**src/rtl/operand_fetch_pkg.sv**
```systemverilog
// Shared types and constants for the operand-fetch / writeback sequencer.
package operand_fetch_pkg;

    localparam int unsigned ADDR_W = 5;
    localparam int unsigned DATA_W = 32;

    // Register x0 is hardwired to zero: never read, never written.
    localparam logic [ADDR_W-1:0] REG_ZERO = '0;

    typedef enum logic [2:0] {
        IDLE,
        RSETUP,
        RSTROBE,
        HOLD,
        WSETUP,
        WSTROBE
    } of_state_e;

endpackage : operand_fetch_pkg

```
**src/rtl/operand_fetch_if.sv**
```systemverilog
// Decode, writeback, register-file and execute-side signals of operand_fetch.
interface operand_fetch_if #(
    parameter int unsigned ADDR_W = 5,
    parameter int unsigned DATA_W = 32
);

    logic              dec_valid_i;
    logic              dec_ready_o;
    logic [ADDR_W-1:0] dec_rs1_i;
    logic [ADDR_W-1:0] dec_rs2_i;
    logic              dec_use_rs1_i;
    logic              dec_use_rs2_i;

    logic              wb_valid_i;
    logic              wb_ready_o;
    logic [ADDR_W-1:0] wb_addr_i;
    logic [DATA_W-1:0] wb_data_i;

    logic              rf_req_ra_o;
    logic              rf_req_rb_o;
    logic              rf_req_w_o;
    logic [ADDR_W-1:0] rf_raddr_a_o;
    logic [ADDR_W-1:0] rf_raddr_b_o;
    logic [ADDR_W-1:0] rf_waddr_o;
    logic [DATA_W-1:0] rf_wdata_o;
    logic [DATA_W-1:0] rf_rdata_a_i;
    logic [DATA_W-1:0] rf_rdata_b_i;

    logic              ex_valid_o;
    logic              ex_ready_i;
    logic [DATA_W-1:0] ex_op_a_o;
    logic [DATA_W-1:0] ex_op_b_o;

    // Sequencer side.
    modport master (
        input  dec_valid_i, dec_rs1_i, dec_rs2_i, dec_use_rs1_i, dec_use_rs2_i,
        output dec_ready_o,
        input  wb_valid_i, wb_addr_i, wb_data_i,
        output wb_ready_o,
        output rf_req_ra_o, rf_req_rb_o, rf_req_w_o,
        output rf_raddr_a_o, rf_raddr_b_o, rf_waddr_o, rf_wdata_o,
        input  rf_rdata_a_i, rf_rdata_b_i,
        output ex_valid_o, ex_op_a_o, ex_op_b_o,
        input  ex_ready_i
    );

    // Environment side (decode, writeback source, register file, execute).
    modport slave (
        output dec_valid_i, dec_rs1_i, dec_rs2_i, dec_use_rs1_i, dec_use_rs2_i,
        input  dec_ready_o,
        output wb_valid_i, wb_addr_i, wb_data_i,
        input  wb_ready_o,
        input  rf_req_ra_o, rf_req_rb_o, rf_req_w_o,
        input  rf_raddr_a_o, rf_raddr_b_o, rf_waddr_o, rf_wdata_o,
        output rf_rdata_a_i, rf_rdata_b_i,
        input  ex_valid_o, ex_op_a_o, ex_op_b_o,
        output ex_ready_i
    );

endinterface : operand_fetch_if

```
**src/rtl/operand_fetch_rf_write_port.sv**
```systemverilog
// Register-file write sequencer: one setup cycle, then a single-cycle strobe.
module rf_write_port #(
    parameter int unsigned ADDR_W = operand_fetch_pkg::ADDR_W,
    parameter int unsigned DATA_W = operand_fetch_pkg::DATA_W
) (
    input  logic              clk_i,
    input  logic              rst_i,
    input  logic              start,
    input  logic [ADDR_W-1:0] addr,
    input  logic [DATA_W-1:0] data,
    output logic              req_w,
    output logic [ADDR_W-1:0] waddr,
    output logic [DATA_W-1:0] wdata,
    output logic              done
);

    import operand_fetch_pkg::*;

    of_state_e state;
    of_state_e state_n;

    // State register.
    always_ff @(posedge clk_i) begin
        if (rst_i) begin
            state <= IDLE;
        end else begin
            state <= state_n;
        end
    end

    // Next state: IDLE -> WSETUP -> WSTROBE -> IDLE.
    always_comb begin
        state_n = state;
        case (state)
            IDLE:    if (start) state_n = WSETUP;
            WSETUP:  state_n = WSTROBE;
            WSTROBE: state_n = IDLE;
            default: state_n = IDLE;
        endcase
    end

    // Address/data latched on start and held until the next write.
    always_ff @(posedge clk_i) begin
        if (rst_i) begin
            waddr <= '0;
            wdata <= '0;
        end else if (start && (state == IDLE)) begin
            waddr <= addr;
            wdata <= data;
        end
    end

    assign req_w = (state == WSTROBE);
    assign done  = (state == WSTROBE);

endmodule : rf_write_port

```
**src/rtl/operand_fetch.sv**
```systemverilog
// Operand-fetch and writeback sequencer in front of register_file.
module operand_fetch #(
    parameter int unsigned ADDR_W = operand_fetch_pkg::ADDR_W,
    parameter int unsigned DATA_W = operand_fetch_pkg::DATA_W,
    parameter int unsigned RD_LAT = 2
) (
    input  logic           clk_i,
    input  logic           rst_i,
    operand_fetch_if.master bus
);

    import operand_fetch_pkg::*;

    localparam int unsigned CNT_W = unsigned'($clog2(RD_LAT + 1));

    of_state_e         state;
    of_state_e         state_n;
    logic [CNT_W-1:0]  cnt;
    logic [CNT_W-1:0]  cnt_n;
    logic              capture;
    logic              wb_fire;
    logic              dec_fire;
    logic              wr_start;
    logic              wr_done;
    logic              act_a_n;
    logic              act_b_n;
    logic              act_a_q;
    logic              act_b_q;
    logic [ADDR_W-1:0] rs1_q;
    logic [ADDR_W-1:0] rs2_q;
    logic [DATA_W-1:0] op_a_q;
    logic [DATA_W-1:0] op_b_q;

    // Accept decisions; writeback has priority over decode in IDLE.
    assign wb_fire  = (state == IDLE) && !rst_i && bus.wb_valid_i;
    assign dec_fire = (state == IDLE) && !rst_i && !bus.wb_valid_i && bus.dec_valid_i;
    assign wr_start = wb_fire && (bus.wb_addr_i != ADDR_W'(REG_ZERO));
    assign act_a_n  = bus.dec_use_rs1_i && (bus.dec_rs1_i != ADDR_W'(REG_ZERO));
    assign act_b_n  = bus.dec_use_rs2_i && (bus.dec_rs2_i != ADDR_W'(REG_ZERO));

    assign bus.wb_ready_o  = (state == IDLE) && !rst_i && bus.wb_valid_i;
    assign bus.dec_ready_o = (state == IDLE) && !rst_i && !bus.wb_valid_i;

    // State and read-latency counter registers.
    always_ff @(posedge clk_i) begin
        if (rst_i) begin
            state <= IDLE;
            cnt   <= '0;
        end else begin
            state <= state_n;
            cnt   <= cnt_n;
        end
    end

    // Next-state logic and read-capture strobe.
    always_comb begin
        state_n = state;
        cnt_n   = cnt;
        capture = 1'b0;
        case (state)
            IDLE: begin
                if (wb_fire) begin
                    state_n = wr_start ? WSETUP : IDLE;
                end else if (dec_fire) begin
                    state_n = (act_a_n || act_b_n) ? RSETUP : HOLD;
                end
            end
            RSETUP: begin
                state_n = RSTROBE;
                cnt_n   = CNT_W'(RD_LAT - 1);
            end
            RSTROBE: begin
                if (cnt == '0) begin
                    capture = 1'b1;
                    state_n = HOLD;
                end else begin
                    cnt_n = cnt - CNT_W'(1);
                end
            end
            HOLD:    if (bus.ex_ready_i) state_n = IDLE;
            WSETUP:  state_n = WSTROBE;
            WSTROBE: if (wr_done) state_n = IDLE;
            default: state_n = IDLE;
        endcase
    end

    // Read request latch and operand capture; inactive ports read as zero.
    always_ff @(posedge clk_i) begin
        if (rst_i) begin
            rs1_q   <= '0;
            rs2_q   <= '0;
            act_a_q <= 1'b0;
            act_b_q <= 1'b0;
            op_a_q  <= '0;
            op_b_q  <= '0;
        end else begin
            if (dec_fire) begin
                rs1_q   <= bus.dec_rs1_i;
                rs2_q   <= bus.dec_rs2_i;
                act_a_q <= act_a_n;
                act_b_q <= act_b_n;
                op_a_q  <= '0;
                op_b_q  <= '0;
            end
            if (capture) begin
                op_a_q <= act_a_q ? bus.rf_rdata_a_i : '0;
                op_b_q <= act_b_q ? bus.rf_rdata_b_i : '0;
            end
        end
    end

    assign bus.rf_req_ra_o  = (state == RSTROBE) && act_a_q;
    assign bus.rf_req_rb_o  = (state == RSTROBE) && act_b_q;
    assign bus.rf_raddr_a_o = rs1_q;
    assign bus.rf_raddr_b_o = rs2_q;
    assign bus.ex_valid_o   = (state == HOLD);
    assign bus.ex_op_a_o    = op_a_q;
    assign bus.ex_op_b_o    = op_b_q;

    rf_write_port #(
        .ADDR_W (ADDR_W),
        .DATA_W (DATA_W)
    ) u_wr (
        .clk_i (clk_i),
        .rst_i (rst_i),
        .start (wr_start),
        .addr  (bus.wb_addr_i),
        .data  (bus.wb_data_i),
        .req_w (bus.rf_req_w_o),
        .waddr (bus.rf_waddr_o),
        .wdata (bus.rf_wdata_o),
        .done  (wr_done)
    );

endmodule : operand_fetch
```
**src/flat_wrapper.sv**
```systemverilog
// flat-port wrapper written by rule: the top's interface ports become plain ports
module operand_fetch_flat import operand_fetch_pkg::*;
#(
    parameter int unsigned ADDR_W = operand_fetch_pkg::ADDR_W,
    parameter int unsigned DATA_W = operand_fetch_pkg::DATA_W,
    parameter int unsigned RD_LAT = 2
)
  (clk_i, rst_i, bus_dec_valid_i, bus_dec_rs1_i, bus_dec_rs2_i, bus_dec_use_rs1_i, bus_dec_use_rs2_i, bus_dec_ready_o, bus_wb_valid_i, bus_wb_addr_i, bus_wb_data_i, bus_wb_ready_o, bus_rf_req_ra_o, bus_rf_req_rb_o, bus_rf_req_w_o, bus_rf_raddr_a_o, bus_rf_raddr_b_o, bus_rf_waddr_o, bus_rf_wdata_o, bus_rf_rdata_a_i, bus_rf_rdata_b_i, bus_ex_valid_o, bus_ex_op_a_o, bus_ex_op_b_o, bus_ex_ready_i);
  operand_fetch_if #(.ADDR_W(ADDR_W), .DATA_W(DATA_W)) bus_i ();
  input  logic clk_i;
  input  logic rst_i;
  input wire logic [$bits(bus_i.dec_valid_i)-1:0] bus_dec_valid_i;
  input wire logic [$bits(bus_i.dec_rs1_i)-1:0] bus_dec_rs1_i;
  input wire logic [$bits(bus_i.dec_rs2_i)-1:0] bus_dec_rs2_i;
  input wire logic [$bits(bus_i.dec_use_rs1_i)-1:0] bus_dec_use_rs1_i;
  input wire logic [$bits(bus_i.dec_use_rs2_i)-1:0] bus_dec_use_rs2_i;
  output wire logic [$bits(bus_i.dec_ready_o)-1:0] bus_dec_ready_o;
  input wire logic [$bits(bus_i.wb_valid_i)-1:0] bus_wb_valid_i;
  input wire logic [$bits(bus_i.wb_addr_i)-1:0] bus_wb_addr_i;
  input wire logic [$bits(bus_i.wb_data_i)-1:0] bus_wb_data_i;
  output wire logic [$bits(bus_i.wb_ready_o)-1:0] bus_wb_ready_o;
  output wire logic [$bits(bus_i.rf_req_ra_o)-1:0] bus_rf_req_ra_o;
  output wire logic [$bits(bus_i.rf_req_rb_o)-1:0] bus_rf_req_rb_o;
  output wire logic [$bits(bus_i.rf_req_w_o)-1:0] bus_rf_req_w_o;
  output wire logic [$bits(bus_i.rf_raddr_a_o)-1:0] bus_rf_raddr_a_o;
  output wire logic [$bits(bus_i.rf_raddr_b_o)-1:0] bus_rf_raddr_b_o;
  output wire logic [$bits(bus_i.rf_waddr_o)-1:0] bus_rf_waddr_o;
  output wire logic [$bits(bus_i.rf_wdata_o)-1:0] bus_rf_wdata_o;
  input wire logic [$bits(bus_i.rf_rdata_a_i)-1:0] bus_rf_rdata_a_i;
  input wire logic [$bits(bus_i.rf_rdata_b_i)-1:0] bus_rf_rdata_b_i;
  output wire logic [$bits(bus_i.ex_valid_o)-1:0] bus_ex_valid_o;
  output wire logic [$bits(bus_i.ex_op_a_o)-1:0] bus_ex_op_a_o;
  output wire logic [$bits(bus_i.ex_op_b_o)-1:0] bus_ex_op_b_o;
  input wire logic [$bits(bus_i.ex_ready_i)-1:0] bus_ex_ready_i;
  assign bus_i.dec_valid_i = bus_dec_valid_i;
  assign bus_i.dec_rs1_i = bus_dec_rs1_i;
  assign bus_i.dec_rs2_i = bus_dec_rs2_i;
  assign bus_i.dec_use_rs1_i = bus_dec_use_rs1_i;
  assign bus_i.dec_use_rs2_i = bus_dec_use_rs2_i;
  assign bus_dec_ready_o = bus_i.dec_ready_o;
  assign bus_i.wb_valid_i = bus_wb_valid_i;
  assign bus_i.wb_addr_i = bus_wb_addr_i;
  assign bus_i.wb_data_i = bus_wb_data_i;
  assign bus_wb_ready_o = bus_i.wb_ready_o;
  assign bus_rf_req_ra_o = bus_i.rf_req_ra_o;
  assign bus_rf_req_rb_o = bus_i.rf_req_rb_o;
  assign bus_rf_req_w_o = bus_i.rf_req_w_o;
  assign bus_rf_raddr_a_o = bus_i.rf_raddr_a_o;
  assign bus_rf_raddr_b_o = bus_i.rf_raddr_b_o;
  assign bus_rf_waddr_o = bus_i.rf_waddr_o;
  assign bus_rf_wdata_o = bus_i.rf_wdata_o;
  assign bus_i.rf_rdata_a_i = bus_rf_rdata_a_i;
  assign bus_i.rf_rdata_b_i = bus_rf_rdata_b_i;
  assign bus_ex_valid_o = bus_i.ex_valid_o;
  assign bus_ex_op_a_o = bus_i.ex_op_a_o;
  assign bus_ex_op_b_o = bus_i.ex_op_b_o;
  assign bus_i.ex_ready_i = bus_ex_ready_i;
  operand_fetch #(.ADDR_W(ADDR_W), .DATA_W(DATA_W), .RD_LAT(RD_LAT)) u_core (.clk_i(clk_i), .rst_i(rst_i), .bus(bus_i));
endmodule
```
**config.mk**
```make
export PLATFORM = sky130hd
export DESIGN_NAME = operand_fetch_flat
export DESIGN_NICKNAME = d
export VERILOG_FILES = /design/src/rtl/operand_fetch_pkg.sv /design/src/rtl/operand_fetch_if.sv /design/src/rtl/operand_fetch_rf_write_port.sv /design/src/rtl/operand_fetch.sv /design/src/flat_wrapper.sv
export SDC_FILE = /design/constraint.sdc
export NUM_CORES = 1
export LEC_CHECK = 0
export ABC_CLOCK_PERIOD_IN_PS = 2400
export CAP_MARGIN = 5
export CORE_ASPECT_RATIO = 1.2
export CORE_UTILIZATION = 42
export CTS_CLUSTER_DIAMETER = 120
export DETAILED_ROUTE_END_ITERATION = 8
export PLACE_DENSITY = 0.79
export SLEW_MARGIN = 20
export SYNTH_ARGS = -nofsm -noshare
export SYNTH_HDL_FRONTEND = slang
export SYNTH_HIERARCHICAL = 1
export SYNTH_SLANG_ARGS = --single-unit
```
**constraint.sdc**
```tcl
create_clock -name clk_i -period 2.4 [get_ports clk_i]
set_input_delay 0.36 -clock clk_i [delete_from_list [all_inputs] [get_ports clk_i]]
set_output_delay 0.36 -clock clk_i [all_outputs]
set_load 0.005 [all_outputs]
```
==> impl_metrics.json, run 1 <==
{
  "antenna_found_initial": 0,
  "gr-total-overflow": 0,
  "cts_tree": "yes",
  "drc_errors": 0,
  "status": "completed",
  "postPlaceCellArea_sq_um": 7650,
  "path_cells": "or4_4 -> nor2_1 -> clkdlybuf4s50_1",
  "syn_to_final_growth_pct": 58.2,
  "clockRootBuffer": "clkbuf_16",
  "synthTopCellsByArea": "dfxtp_1, o211ai_1, nand2b_1",
  "synth.distinct_cells": 38,
  "worstReg2RegStart": "u_core/state[2]",
  "place_hpwl_mm": 10.6,
  "path_max_fanout": 4,
  "globalplace.congestion": 0.831,
  "crit_required_ns": 2.04,
  "drt_iter0_drc": 219,
  "core_region_area_sq_um": 12100,
  "cts_buffer_depth": 2,
  "ys_warn_count": 6,
  "clk_pin_slew_worst_paths_ns": 0.05,
  "reg2reg_depth": 7,
  "reg2reg_to": "u_core/u_wr/waddr[2]",
  "p_leak_uw": 0.00274,
  "cts.sinks": 120,
  "cts-buffers-inserted": 17,
  "hold_path_end": "u_core/state[2]",
  "tns_ns": 0,
  "worst_clock_skew_ns": 0.00890,
  "postCtsSetupRepairBufs": 0,
  "reg2reg_slack_ns": 0.48,
  "ys_seq_area_share_pct": 46.1,
  "wire_per_inst_um": 16.3,
  "cp-end-kind": "primary output",
  "vias_per_cell": 5.40,
  "tightest_slew_ns": 0.849,
  "slew_viol_final": 0,
  "worstPathArrival_ns": 1.92,
  "synth.largest_area_cell": "dfxtp_1",
  "dieHeight_um": 124,
  "power_density_nw_per_um2": 659,
  "cap_violations": 0,
  "htreeDepth": 4,
  "hold_depth": 2,
  "cp_top_family": "simple AND/OR/NAND/NOR gates",
  "diodes": 0,
  "fin_area_sq_um": 8250,
  "die_x_um": 104,
  "peakVddDrop_uv": 460,
  "drt_wl_total_mm": 15.5,
  "yosysTopAreaCellShare_pct": 46.1,
  "max_stage_delay_ns": 0.57,
  "grt_pass1_wl_mm": 24.4,
  "synthCells": 578,
  "synth_edf_count": 0,
  "crit_buf_inv": 1,
  "die-area_sq_um": 12900,
  "holdCritPathClass": "input port to flop",
  "io_buffer_count": 234,
  "postRouteAntennaNets": 0,
  "grt_max_degree": 111,
  "via_count": 5132,
  "nets": 898,
  "slew_headroom_pct": 43.4,
  "grt_pass1_vias": 4993,
  "post-route-period-util_pct": 95.1,
  "cts_hold_buf": 0,
  "netlist_area_sq_um": 5220,
  "synthesis.nets": 697,
  "initial_core_util_pct": 43.1,
  "slowest_stage": "or4_4",
  "startpoint_type": "flop",
  "period_minus_slack_ns": 2.28,
  "layout-drive-gt1-share_pct": 6.72,
  "setup_viol": 0,
  "fmax_mhz": 438,
  "synth_commonest_cells": "dfxtp_1, a21oi_1, nand2b_1",
  "syn_avg_cell_area_sq_um": 9.02,
  "path_depth": 3,
  "drtPass1Iterations": 4,
  "synth.most_common_cell": "dfxtp_1",
  "hold_viol_final": 0,
  "fin_util_pct": 68.1,
  "gr-usage-all-layers_pct": 23.6,
  "worstHoldStart": "rst_i",
  "path_class": "flop to primary output",
  "insertion_delay_ns": 0.40,
  "std_cell_rows": 44,
  "async_reset_ff_share_pct": 0,
  "rsz0062_at_grt": "false",
  "ioPinCount": 235,
  "yosys_most_used_dff": "dfxtp_1",
  "synth_seq_cells": 120
}
## per-layer routing
metal	vias to the layer above	share of wire, %	track usage, %
met5	-	0	0
met4	0	1.7	8.04
met2	226	49	40.6
li1	2473	-	-
met1	2413	40	27.3
met3	20	9.1	8.48
## report_power, final
| group | internal, uW | total [uW] | switching, uW |
|---|---|---|---|
| Sequential | 2060 | 2100 | 40.2 |
| Clock | 1650 | 2500 | 849 |
| Combinational | 433 | 839 | 406 |
| Total | 4140 | 5440 | 1300 |
## registers in the layout (all words and copies together) (netlist names)
register / count
u_core/u_wr/wdata: 32
u_core/bus.ex_op_a_o: 32
u_core/bus.rf_raddr_b_o: 5
u_core/bus.rf_raddr_a_o: 5
u_core/state: 3
u_core/act_a_q: 1
u_core/cnt: 2
u_core/u_wr/waddr: 5
u_core/u_wr/state: 2
u_core/act_b_q: 1
u_core/bus.ex_op_b_o: 32
## logic make-up (layout without fill, tap and decap cells)
family          count (synthesis)  after routing  synth area share [%]
compound gates                168            168                  20.1
flops                         120            120                  46.1
simple gates                  178            178                  19.6
mux                            38             38                  7.32
fa+ha+maj                       1              1                 0.240
buf+inv                        73            284                  6.72
## how the worst max path moves through the flow
stage | startpoint | endpoint | slack [ns]
final | u_core/state[2] | bus_dec_ready_o | 0.12
after global routing | u_core/state[2] | bus_rf_req_rb_o | 0.01
after CTS | u_core/state[2] | bus_wb_ready_o | 0.05
after detailed placement | bus_wb_addr_i[0] | u_core/u_wr/waddr[2] | 0.13
after global placement | bus_wb_addr_i[0] | u_core/u_wr/wdata[0] | 0.16
after floorplan | u_core/state[2] | u_core/u_wr/waddr[3] | 0.57
## repair_timing
action                                  in CTS  in global routing
resized for setup                            1                  1
endpoints found under the hold margin        0                  0
endpoints found under the setup margin       1                  1
## through the flow
step / worst slack (ns) / hold slack (ns) / total power [uW] / instances
after floorplan: 0.571 / 0.458 / 2550 / 578
final: 0.118 / 0.178 / 5440 / 950
after detailed placement: 0.128 / 0.465 / 2970 / 921
after global routing: 0.0103 / 0.186 / 5650 / 950
after global placement: 0.162 / 0.458 / 2950 / 921
after CTS: 0.0538 / 0.154 / 5480 / 950
## placed cells by master, fill, tap and decap left out, types with 2 or more instances in the layout
cell type / netlist / layout
clkdlybuf4s50_1: 0 / 233
dfxtp_1: 120 / 120
a21oi_1: 78 / 78
nand2b_1: 77 / 76
nand3_1: 74 / 74
o211ai_1: 66 / 66
mux2i_1: 37 / 37
clkbuf_16: 0 / 17
o21ai_0: 14 / 14
buf_4: 1 / 11
inv_1: 6 / 6
nor2_1: 6 / 6
clkbuf_8: 0 / 5
buf_12: 3 / 5
nor3b_1: 4 / 4
or4_1: 4 / 3
nor3_1: 3 / 3
clkinvlp_4: 0 / 2
clkinv_2: 0 / 2
bufinv_16: 0 / 2
nor2b_1: 2 / 2
nand2_1: 2 / 2
a2111o_1: 2 / 2
## area by class of cell
| type | count | area, sq um |
|---|---|---|
| Fill cell | 974 | 3860 |
| Tap cell | 161 | 201 |
| Timing Repair Buffer | 249 | 2510 |
| Clock buffer | 22 | 494 |
| Multi-Input combinational cell | 385 | 2520 |
| Inverter | 6 | 22.5 |
| Sequential cell | 120 | 2400 |
| Clock inverter | 7 | 93.8 |
Power figures use the tool's default switching activity.
==> run 2, diff against run 1 <==
- CORE_MARGIN: default -> 2
- MAX_ROUTING_LAYER: default -> met4
==> impl_metrics.json, run 2 (synthesized netlist as in run 1, its figures left out) <==
{
  "status": "completed",
  "path_max_fanout": 9,
  "drt_wl_total_mm": 16.0,
  "path_class": "flop to primary output",
  "setup_viol": 0,
  "hold_path_end": "u_core/state[2]",
  "die_x_um": 106,
  "core_region_area_sq_um": 12100,
  "met3_length_mm": 1.33,
  "globalplace.congestion": 0.770,
  "clk_pin_slew_worst_paths_ns": 0.06,
  "drc_errors": 0,
  "worstPathArrival_ns": 1.96,
  "top_layer": "met4",
  "holdCritPathClass": "input port to flop",
  "antenna_found_initial": 0,
  "insertion_delay_ns": 0.41,
  "worstReg2RegStart": "u_core/cnt[0]",
  "cts_hold_buf": 0,
  "grt_pass1_wl_mm": 25.0,
  "crit_required_ns": 2.04,
  "tns_ns": 0,
  "internal_power_uw": 4420,
  "num-fill-cells": 933,
  "cts.sinks": 120,
  "worstHoldStart": "rst_i",
  "slew_headroom_pct": 36.9,
  "gr-usage-all-layers_pct": 23.7,
  "layout_common_cells": "clkdlybuf4s50_1, dfxtp_1, a21oi_1",
  "io_buffer_count": 234,
  "nets": 901,
  "hold_viol_final": 0,
  "cts-buffers-inserted": 17,
  "place_hpwl_mm": 10.8,
  "ioPinCount": 235,
  "die-area_sq_um": 13300,
  "peakVddDrop_uv": 408,
  "cts_tree": "yes",
  "tightest_slew_ns": 0.946,
  "diodes": 0,
  "mostFrequentLayoutCell": "clkdlybuf4s50_1",
  "initial_core_util_pct": 43.1,
  "pwr-share-seq_pct": 36.6,
  "worst_clock_skew_ns": 0.0151,
  "reg2reg_slack_ns": 0.15,
  "cp-end-kind": "primary output",
  "rsz0062_at_grt": "false",
  "reg2reg_to": "u_core/bus.ex_op_b_o[0]",
  "htreeDepth": 4,
  "switchingPower_uw": 1340,
  "hold_depth": 4,
  "fmax_mhz": 431,
  "power_density_nw_per_um2": 691,
  "wl_met1_mm": 6.65,
  "swShare_pct": 23.3,
  "drt_iter0_drc": 287,
  "drtPass1Iterations": 5,
  "dieHeight_um": 126,
  "slew_viol_final": 0,
  "postRouteAntennaNets": 0,
  "cts_buffer_depth": 2,
  "period_minus_slack_ns": 2.32,
  "vias_per_cell": 5.36,
  "pwr-share-comb_pct": 14.7,
  "post-route-period-util_pct": 96.6,
  "clkPwrFrac_pct": 48.8,
  "p_leak_uw": 0.00277,
  "wire_per_inst_um": 16.7,
  "syn_to_final_growth_pct": 59.8,
  "clockRootBuffer": "clkbuf_16",
  "wl_met2_mm": 7.88,
  "cap_violations": 0,
  "grt_pass1_vias": 5134,
  "startpoint_type": "flop",
  "gr-total-overflow": 0,
  "p_total_uw": 5760,
  "std_cell_rows": 44,
  "grt_max_degree": 123,
  "reg2reg_depth": 5,
  "via_count": 5127,
  "layout-drive-gt1-share_pct": 7.42
}
-- run 2: power by group through the flow --
stage,Combinational [uW],Sequential [uW],Clock [uW]
2_1_floorplan,406,2140,0
3_3_place_gp,802,2140,0
3_5_place_dp,821,2140,0
4_1_cts,829,2110,2860
5_1_grt,907,2110,2960
6_report,845,2110,2810
-- run 2: final cells by class --
type	count	area, sq um	share of cell area [%]
clock inverters	11	194	2.33
multi-input cells	386	2540	30.5
inverters	6	22.5	0.270
repair buffers	251	2500	30.1
clock buffers	21	470	5.65
flip-flops and latches	120	2400	28.8
well taps	161	201	2.42
-- run 2: timing repair --
| action | CTS | global route |
|---|---|---|
| pin swaps | 0 | 1 |
| setup endpoints to repair | 1 | 2 |
| setup buffers | 0 | 1 |
| cloned | 0 | 1 |
| gates resized for setup | 3 | 0 |
-- run 2: worst max-delay path, stage by stage (launching register included) --
cell,delay (ns)
dfxtp_1,0.39
buf_4,0.21
nand2b_1,0.14
nor3b_1,0.22
clkdlybuf4s50_1,0.59
-- run 2: through the flow --
stage | hold WS (ns) | util [%] | area (sq um) | setup WS [ns] | cells
CTS | 0.367 | 68.6 | 8310 | 0.0367 | 954
detailed placement | 0.461 | 63.0 | 7630 | 0.0982 | 922
global route | 0.368 | 68.8 | 8330 | 0.00125 | 956
global placement | 0.460 | 63.0 | 7630 | 0.162 | 922
finish | 0.376 | 68.8 | 8330 | 0.0824 | 956
floorplan | 0.458 | - | 5220 | 0.571 | 578
-- run 2: how the worst max path moves through the flow --
| stage | to | start | cells past startpoint | slack, ns |
|---|---|---|---|---|
| 4_1_cts | bus_wb_ready_o | u_core/state[2] | 4 | 0.04 |
| 2_1_floorplan | u_core/u_wr/waddr[3] | u_core/state[2] | 8 | 0.57 |
| 5_1_grt | bus_rf_req_ra_o | u_core/state[1] | 4 | 0.001 |
| 3_3_place_gp | u_core/u_wr/wdata[24] | bus_wb_addr_i[0] | 7 | 0.16 |
| 3_5_place_dp | u_core/u_wr/wdata[16] | bus_wb_addr_i[0] | 7 | 0.1 |
| 6_report | bus_rf_req_rb_o | u_core/state[1] | 4 | 0.08 |
-- run 2: layer usage --
layer  GRT usage, %  vias up
li1               -     2489
met1           26.9     2409
met2           40.3      219
met3           7.71       10
met4           6.35        0
met5              -        -
==> run 3, diff against run 2 <==
- ABC_CLOCK_PERIOD_IN_PS: 2400 -> 2700
- CORE_UTILIZATION: 42 -> 45
- PLACE_DENSITY: 0.79 -> default
- PLACE_DENSITY_LB_ADDON: default -> 0.25
- clock period: 2.4 -> 2.7 ns (I/O delays scaled with it)
==> impl_metrics.json, run 3 (synthesized netlist as in run 1, its figures left out) <==
{
  "status": "completed",
  "p_leak_uw": 0.00268,
  "path_max_fanout": 11,
  "drc_errors": 0,
  "insertion_delay_ns": 0.41,
  "startpoint_type": "flop",
  "power_density_nw_per_um2": 571,
  "die_x_um": 102,
  "nets": 895,
  "slew_viol_final": 0,
  "wire_per_inst_um": 16.4,
  "gr-usage-all-layers_pct": 24.5,
  "layout-drive-gt1-share_pct": 6.00,
  "grt_pass1_wl_mm": 23.6,
  "rsz0062_at_grt": "false",
  "ioPinCount": 235,
  "path_class": "flop to primary output",
  "holdCritPathClass": "input port to flop",
  "post-route-period-util_pct": 96.8,
  "place_hpwl_mm": 10.2,
  "tightest_slew_ns": 0.799,
  "hold_viol_final": 0,
  "tns_ns": 0,
  "clockRootBuffer": "clkbuf_16",
  "dieHeight_um": 122,
  "met3_length_mm": 1.22,
  "wl_met2_mm": 7.52,
  "drt_iter0_drc": 212,
  "syn_to_final_growth_pct": 55.5,
  "drtPass1Iterations": 6,
  "slew_headroom_pct": 46.7,
  "wl_met1_mm": 6.29,
  "top_layer": "met4",
  "diodes": 0,
  "mostFrequentLayoutCell": "clkdlybuf4s50_1",
  "peakVddDrop_uv": 368,
  "period_minus_slack_ns": 2.61,
  "cap_violations": 0,
  "cts.sinks": 120,
  "postPlaceCellArea_sq_um": 7580,
  "cts-buffers-inserted": 17,
  "drt_wl_total_mm": 15.4,
  "setup_viol": 0,
  "cp-end-kind": "primary output",
  "grt_max_degree": 89,
  "postCtsSetupRepairBufs": 0,
  "via_count": 5138,
  "vias_per_cell": 5.47,
  "grt_pass1_vias": 4938,
  "fmax_mhz": 383,
  "layout_common_cells": "clkdlybuf4s50_1, dfxtp_1, a21oi_1",
  "htreeDepth": 4,
  "core_region_area_sq_um": 11500,
  "cts_buffer_depth": 2,
  "clk_pin_slew_worst_paths_ns": 0.05,
  "initial_core_util_pct": 45.5,
  "gr-total-overflow": 0,
  "fin_area_sq_um": 8110,
  "antenna_found_initial": 0,
  "postRouteAntennaNets": 0,
  "worstPathArrival_ns": 2.21,
  "globalplace.congestion": 0.842,
  "cts_tree": "yes",
  "die-area_sq_um": 12500,
  "worst_clock_skew_ns": 0.00972,
  "io_buffer_count": 234,
  "std_cell_rows": 43,
  "crit_required_ns": 2.30,
  "num-fill-cells": 906
}
run 3: cell count changes in the layout (fill, tap and decap cells not counted), sizes merged:
cell,before,now
buf,18,13
bufinv,5,1
clkinvlp,4,1
clkbuf,21,22
nand4bb,2,1
run 3: final timing paths:
path | slack (ns) | from | end | cells past startpoint
min reg2reg | 0.48 | u_core/u_wr/wdata[1] | u_core/u_wr/wdata[1] | 2
max | 0.09 | u_core/state[1] | bus_dec_ready_o | 3
max reg2reg | 0.53 | u_core/state[1] | u_core/act_a_q | 4
min | 0.39 | rst_i | u_core/state[2] | 4
run 3: worst max-delay path, cell delays in order (launching register included):
cell	delay, ns
dfxtp_1	0.42
or4_2	0.69
nor2_1	0.17
clkdlybuf4s50_1	0.53
run 3: power breakdown:
group,switching (uW),total [uW],internal (uW)
Clock,715,2040,1320
Sequential,43.0,1880,1830
Combinational,345,710,365
run 3: area by class of cell:
cell class	count	area (sq um)	share of cell area [%]
multi-input cells	385	2500	30.8
repair buffers	246	2450	30.3
flip-flops and latches	120	2400	29.6
clock buffers	22	484	5.97
well taps	157	196	2.42
clock inverters	4	47.5	0.586
inverters	6	22.5	0.278
run 3: stage by stage:
step	cells	util (%)	total power (uW)	setup slack, ns	hold WS (ns)
after floorplan	578	-	2260	0.850	0.458
after global placement	914	66.1	2600	0.423	0.457
after detailed placement	914	66.1	2620	0.355	0.462
after CTS	940	70.8	4670	0.00645	0.384
after global routing	940	70.8	4800	0.0230	0.413
final	940	70.8	4630	0.0866	0.390
run 3: timing repair:
| item | 4_1_cts | 5_1_grt |
|---|---|---|
| gates resized for setup | 0 | 1 |
| endpoints found under the hold margin | 0 | 0 |
| endpoints found under the setup margin | 0 | 1 |
| hold buffers | 0 | 0 |
run 3: layer usage:
metal  GRT usage (%)  vias to the layer above
li1                -                     2461
met1            28.6                     2421
met4            10.8                        0
met3            7.57                       30
met5               -                        -
met2            38.8                      226
==> edit 1: new RTL, settings of run 1 <==
The package constant `REG_ZERO` goes from '0 to 1.
--- a/src/rtl/operand_fetch_pkg.sv
+++ b/src/rtl/operand_fetch_pkg.sv
@@ -5,7 +5,7 @@
     localparam int unsigned DATA_W = 32;
 
     // Register x0 is hardwired to zero: never read, never written.
-    localparam logic [ADDR_W-1:0] REG_ZERO = '0;
+    localparam logic [ADDR_W-1:0] REG_ZERO = 1;
 
     typedef enum logic [2:0] {
         IDLE,
Check against the original RTL: not equivalent (Yosys sat finds a counterexample within 4 cycles, from zero or initial values and one cycle with rst_i high).
==> edit 1 against run 1 <==
- global-route usage increased by 0.55 points
- wire length grew 3.8%
- design area is 2.2% higher
- sequential cell count did not move
- critical path depth did not move
- setup slack better by 20 ps
- power grew 0.44%
- area after synthesis increased by 3.5%
- largest cell class unchanged
- largest power group unchanged
==> edit 1: results (changes against run 1) <==
cells_and_area:
  n_fill_cell: 1001  # +2.8%
  nNetsFinal: 903  # +0.56%
  layout-drive-gt1-share: 0.115  # +0.0483
place:
  pre_cts_slack_ps: -35.4  # -164 ps
  dp.cells: 929  # +0.87%
power_and_ir_drop:
  netSwitchingFraction: 0.252  # +0.0137
  vdd_drop_max_mv: 0.413  # -10%
  p_leak_nw: 2.83  # +3.1%
detailed_routing:
  wl_met2_um: 7840  # +2.3%
  viasPerCell: 5.37  # -0.68%
  wl_met3_um: 1440  # +1.4%
  wl_met1_um: 6570  # +6.0%
  wl_per_cell_um: 16.8  # +2.6%
  drt-initial-drc-count: 233  # +6.4%
setup_path:
  reg2regPathDepth: 6  # -1
  cp.arrival_ps: 1900  # -20 ps
  rrSetupSlack_ps: 420  # -60 ps
  slowest_stage: "clkdlybuf4s50_1"
  endpoint: "bus_wb_ready_o"
  reg2reg_to: "u_core/u_wr/wdata[9]$_SDFFE_PP0P_"
logic_synthesis:
  synthesis.instances: 577  # -0.17%
  syn-num-nets: 696  # -0.14%
  synth_mux_area_frac: 0.0707  # -0.00249
  yosys-top-cells-area: "dfxtp_1 44%, nand2b_1 8.9%, a21oi_1 7.2%"
  synth_fa_ha_area_frac: 0.00232  # -0.0000817
  synth_common_cells: "120 x dfxtp_1, 78 x a21oi_1, 77 x nand2b_1"
  synth_compound_area_frac: 0.216  # +0.0156
  ys_types: 41  # +7.9%
  yosysSeqAreaShare: 0.445  # -0.0157
timing:
  max_slew_margin: 0.373  # -0.0602
  finClkSkew_ps: 10.6  # +1.74 ps
  worst_hold_slack_ps: 460  # +281 ps
  min_period_over_period: 0.942  # -0.00841
global_routing:
  grt_pass1_wl_um: 25700  # +5.4%
  grt_max_degree: 111  # unchanged
  grt_pass1_vias: 5214  # +4.4%
  grtUsageTotal: 0.241  # +0.00546
cts:
  clockBufferDepth: 2  # unchanged
outcome:
  status: "finished, final reports clean"
min_path:
  whs_path_depth: 5  # +3
-- edit 1: per-stage QoR --
step | util | TNS [ps]
after floorplan | - | 0
after global placement | 0.622 | 0
after detailed placement | 0.622 | -442
after CTS | 0.668 | 0
after global routing | 0.669 | 0
final | 0.669 | 0
-- edit 1: layer usage --
layer | vias up | global-route usage
li1 | 2480 | -
met1 | 2428 | 0.278
met2 | 227 | 0.406
met3 | 21 | 0.0942
met4 | 0 | 0.0833
met5 | - | 0
-- edit 1: power groups by stage --
stage	Clock, mW	Combinational (mW)	Sequential [mW]
finish	2.49	0.864	2.11
global route	2.63	0.930	2.12
CTS	2.53	0.868	2.11
detailed placement	0	0.862	2.15
global placement	0	0.846	2.15
floorplan	0	0.452	2.14
-- edit 1: area by class of cell --
class	instances	area (sq um)	share of cell area
tap	164	205	0.0243
clock inverter	11	124	0.0147
inverter	5	18.8	0.00223
clock buffer	21	460	0.0546
sequential	120	2400	0.285
timing repair buffer	254	2560	0.304
multi-input combinational	386	2660	0.316
==> edit 2: new RTL, settings of run 1 <==
Without the edit above. The 6 states of `of_state_e` get a Gray code encoding in 3 bits.
--- a/src/rtl/operand_fetch_pkg.sv
+++ b/src/rtl/operand_fetch_pkg.sv
@@ -8,12 +8,12 @@
     localparam logic [ADDR_W-1:0] REG_ZERO = '0;
 
     typedef enum logic [2:0] {
-        IDLE,
-        RSETUP,
-        RSTROBE,
-        HOLD,
-        WSETUP,
-        WSTROBE
+        IDLE    = 3'b000,
+        RSETUP  = 3'b001,
+        RSTROBE = 3'b011,
+        HOLD    = 3'b010,
+        WSETUP  = 3'b110,
+        WSTROBE = 3'b111
     } of_state_e;
 
 endpackage : operand_fetch_pkg
Check against the original RTL: no difference found for any inputs over 10 cycles, from zero or initial values and one cycle with rst_i high; not proved beyond that.
==> edit 2 against run 1 <==
- largest power group unchanged
- area after synthesis down 8.6%
- clock skew rose by 1.9 ps
- wire length shrank 13%
- sequential cell count did not move
- critical path type unchanged
- setup slack lost 7.4 ps
- design area down 6.0%
- power grew 1.0%
- synthesized cell count fell by 17%
- combinational power is 3.2% lower
==> edit 2: results (changes against run 1) <==
outcome:
  status: "finished, final reports clean"
cells_and_area:
  nNetsFinal: 823  # -8.4%
  n_fill_cell: 816  # -16%
  layout-drive-gt1-share: 0.0684  # +0.00126
power_and_ir_drop:
  netSwitchingFraction: 0.222  # -0.0162
  p_leak_nw: 2.87  # +4.8%
  clockPowerShare: 0.461  # +0.002
timing:
  fmax_mhz: 437  # -0.32%
  finClkSkew_ps: 10.8  # +1.88 ps
  worst_hold_slack_ps: 429  # +251 ps
  max_slew.worst_pin.slew_ps: 859  # +9.23 ps
min_path:
  whs_endpoint: "u_core/state[1]$_SDFFE_PP0P_"
logic_synthesis:
  synth_compound_area_frac: 0.130  # -0.0701
  yosys-top-cells-area: "dfxtp_1 50%, mux2i_1 10%, a22oi_1 10%"
  syn-num-nets: 601  # -14%
  yosysSeqAreaShare: 0.504  # +0.0434
  synth_common_cells: "120 x dfxtp_1, 81 x nor2_1, 76 x nand2b_1"
  synth_mux_area_frac: 0.110  # +0.0366
place:
  place_area_sq_um: 7140  # -6.6%
  hpwl_um: 9630  # -9.5%
  gp_congestion: 0.772  # -7.2%
setup_path:
  reg2reg_to: "u_core/u_wr/wdata[7]$_SDFFE_PP0P_"
  reg2regPathDepth: 6  # -1
  slowest_stage: "clkdlybuf4s50_1"
  worstPathMaxFanout: 12  # +8
  worst_path_largest_cell_delay_ps: 500  # -70 ps
detailed_routing:
  viasPerCell: 5.07  # -6.2%
  drt-initial-drc-count: 188  # -14%
global_routing:
  grtUsageTotal: 0.229  # -0.00614
  grt_pass1_wl_um: 21300  # -13%
## edit 2: through the flow
step | TNS, ps | instances | power [mW]
after floorplan | 0 | 482 | 2.57
after global placement | 0 | 816 | 2.97
after detailed placement | 0 | 816 | 2.99
after CTS | 0 | 847 | 5.54
after global routing | -0.708 | 848 | 5.70
final | 0 | 848 | 5.49
## edit 2: layout make-up
class / instances / area [sq um] / area share
clock buffer: 23 / 478 / 0.0616
timing repair buffer: 243 / 2430 / 0.314
tap: 132 / 165 / 0.0213
clock inverter: 8 / 120 / 0.0155
multi-input combinational: 318 / 2140 / 0.276
inverter: 4 / 15.0 / 0.00194
sequential: 120 / 2400 / 0.310
## edit 2: repair_timing
action                                  in CTS  in global routing
hold buffers                                 0                  0
endpoints found under the setup margin       0                  4
resized for setup                            0                  2
buffers inserted                             0                  1
## edit 2: routing by layer
layer  global-route usage  share of wire
met2                0.425           0.53
met5                    0              0
met1                0.239           0.38
met4               0.0864          0.027
met3               0.0698          0.059
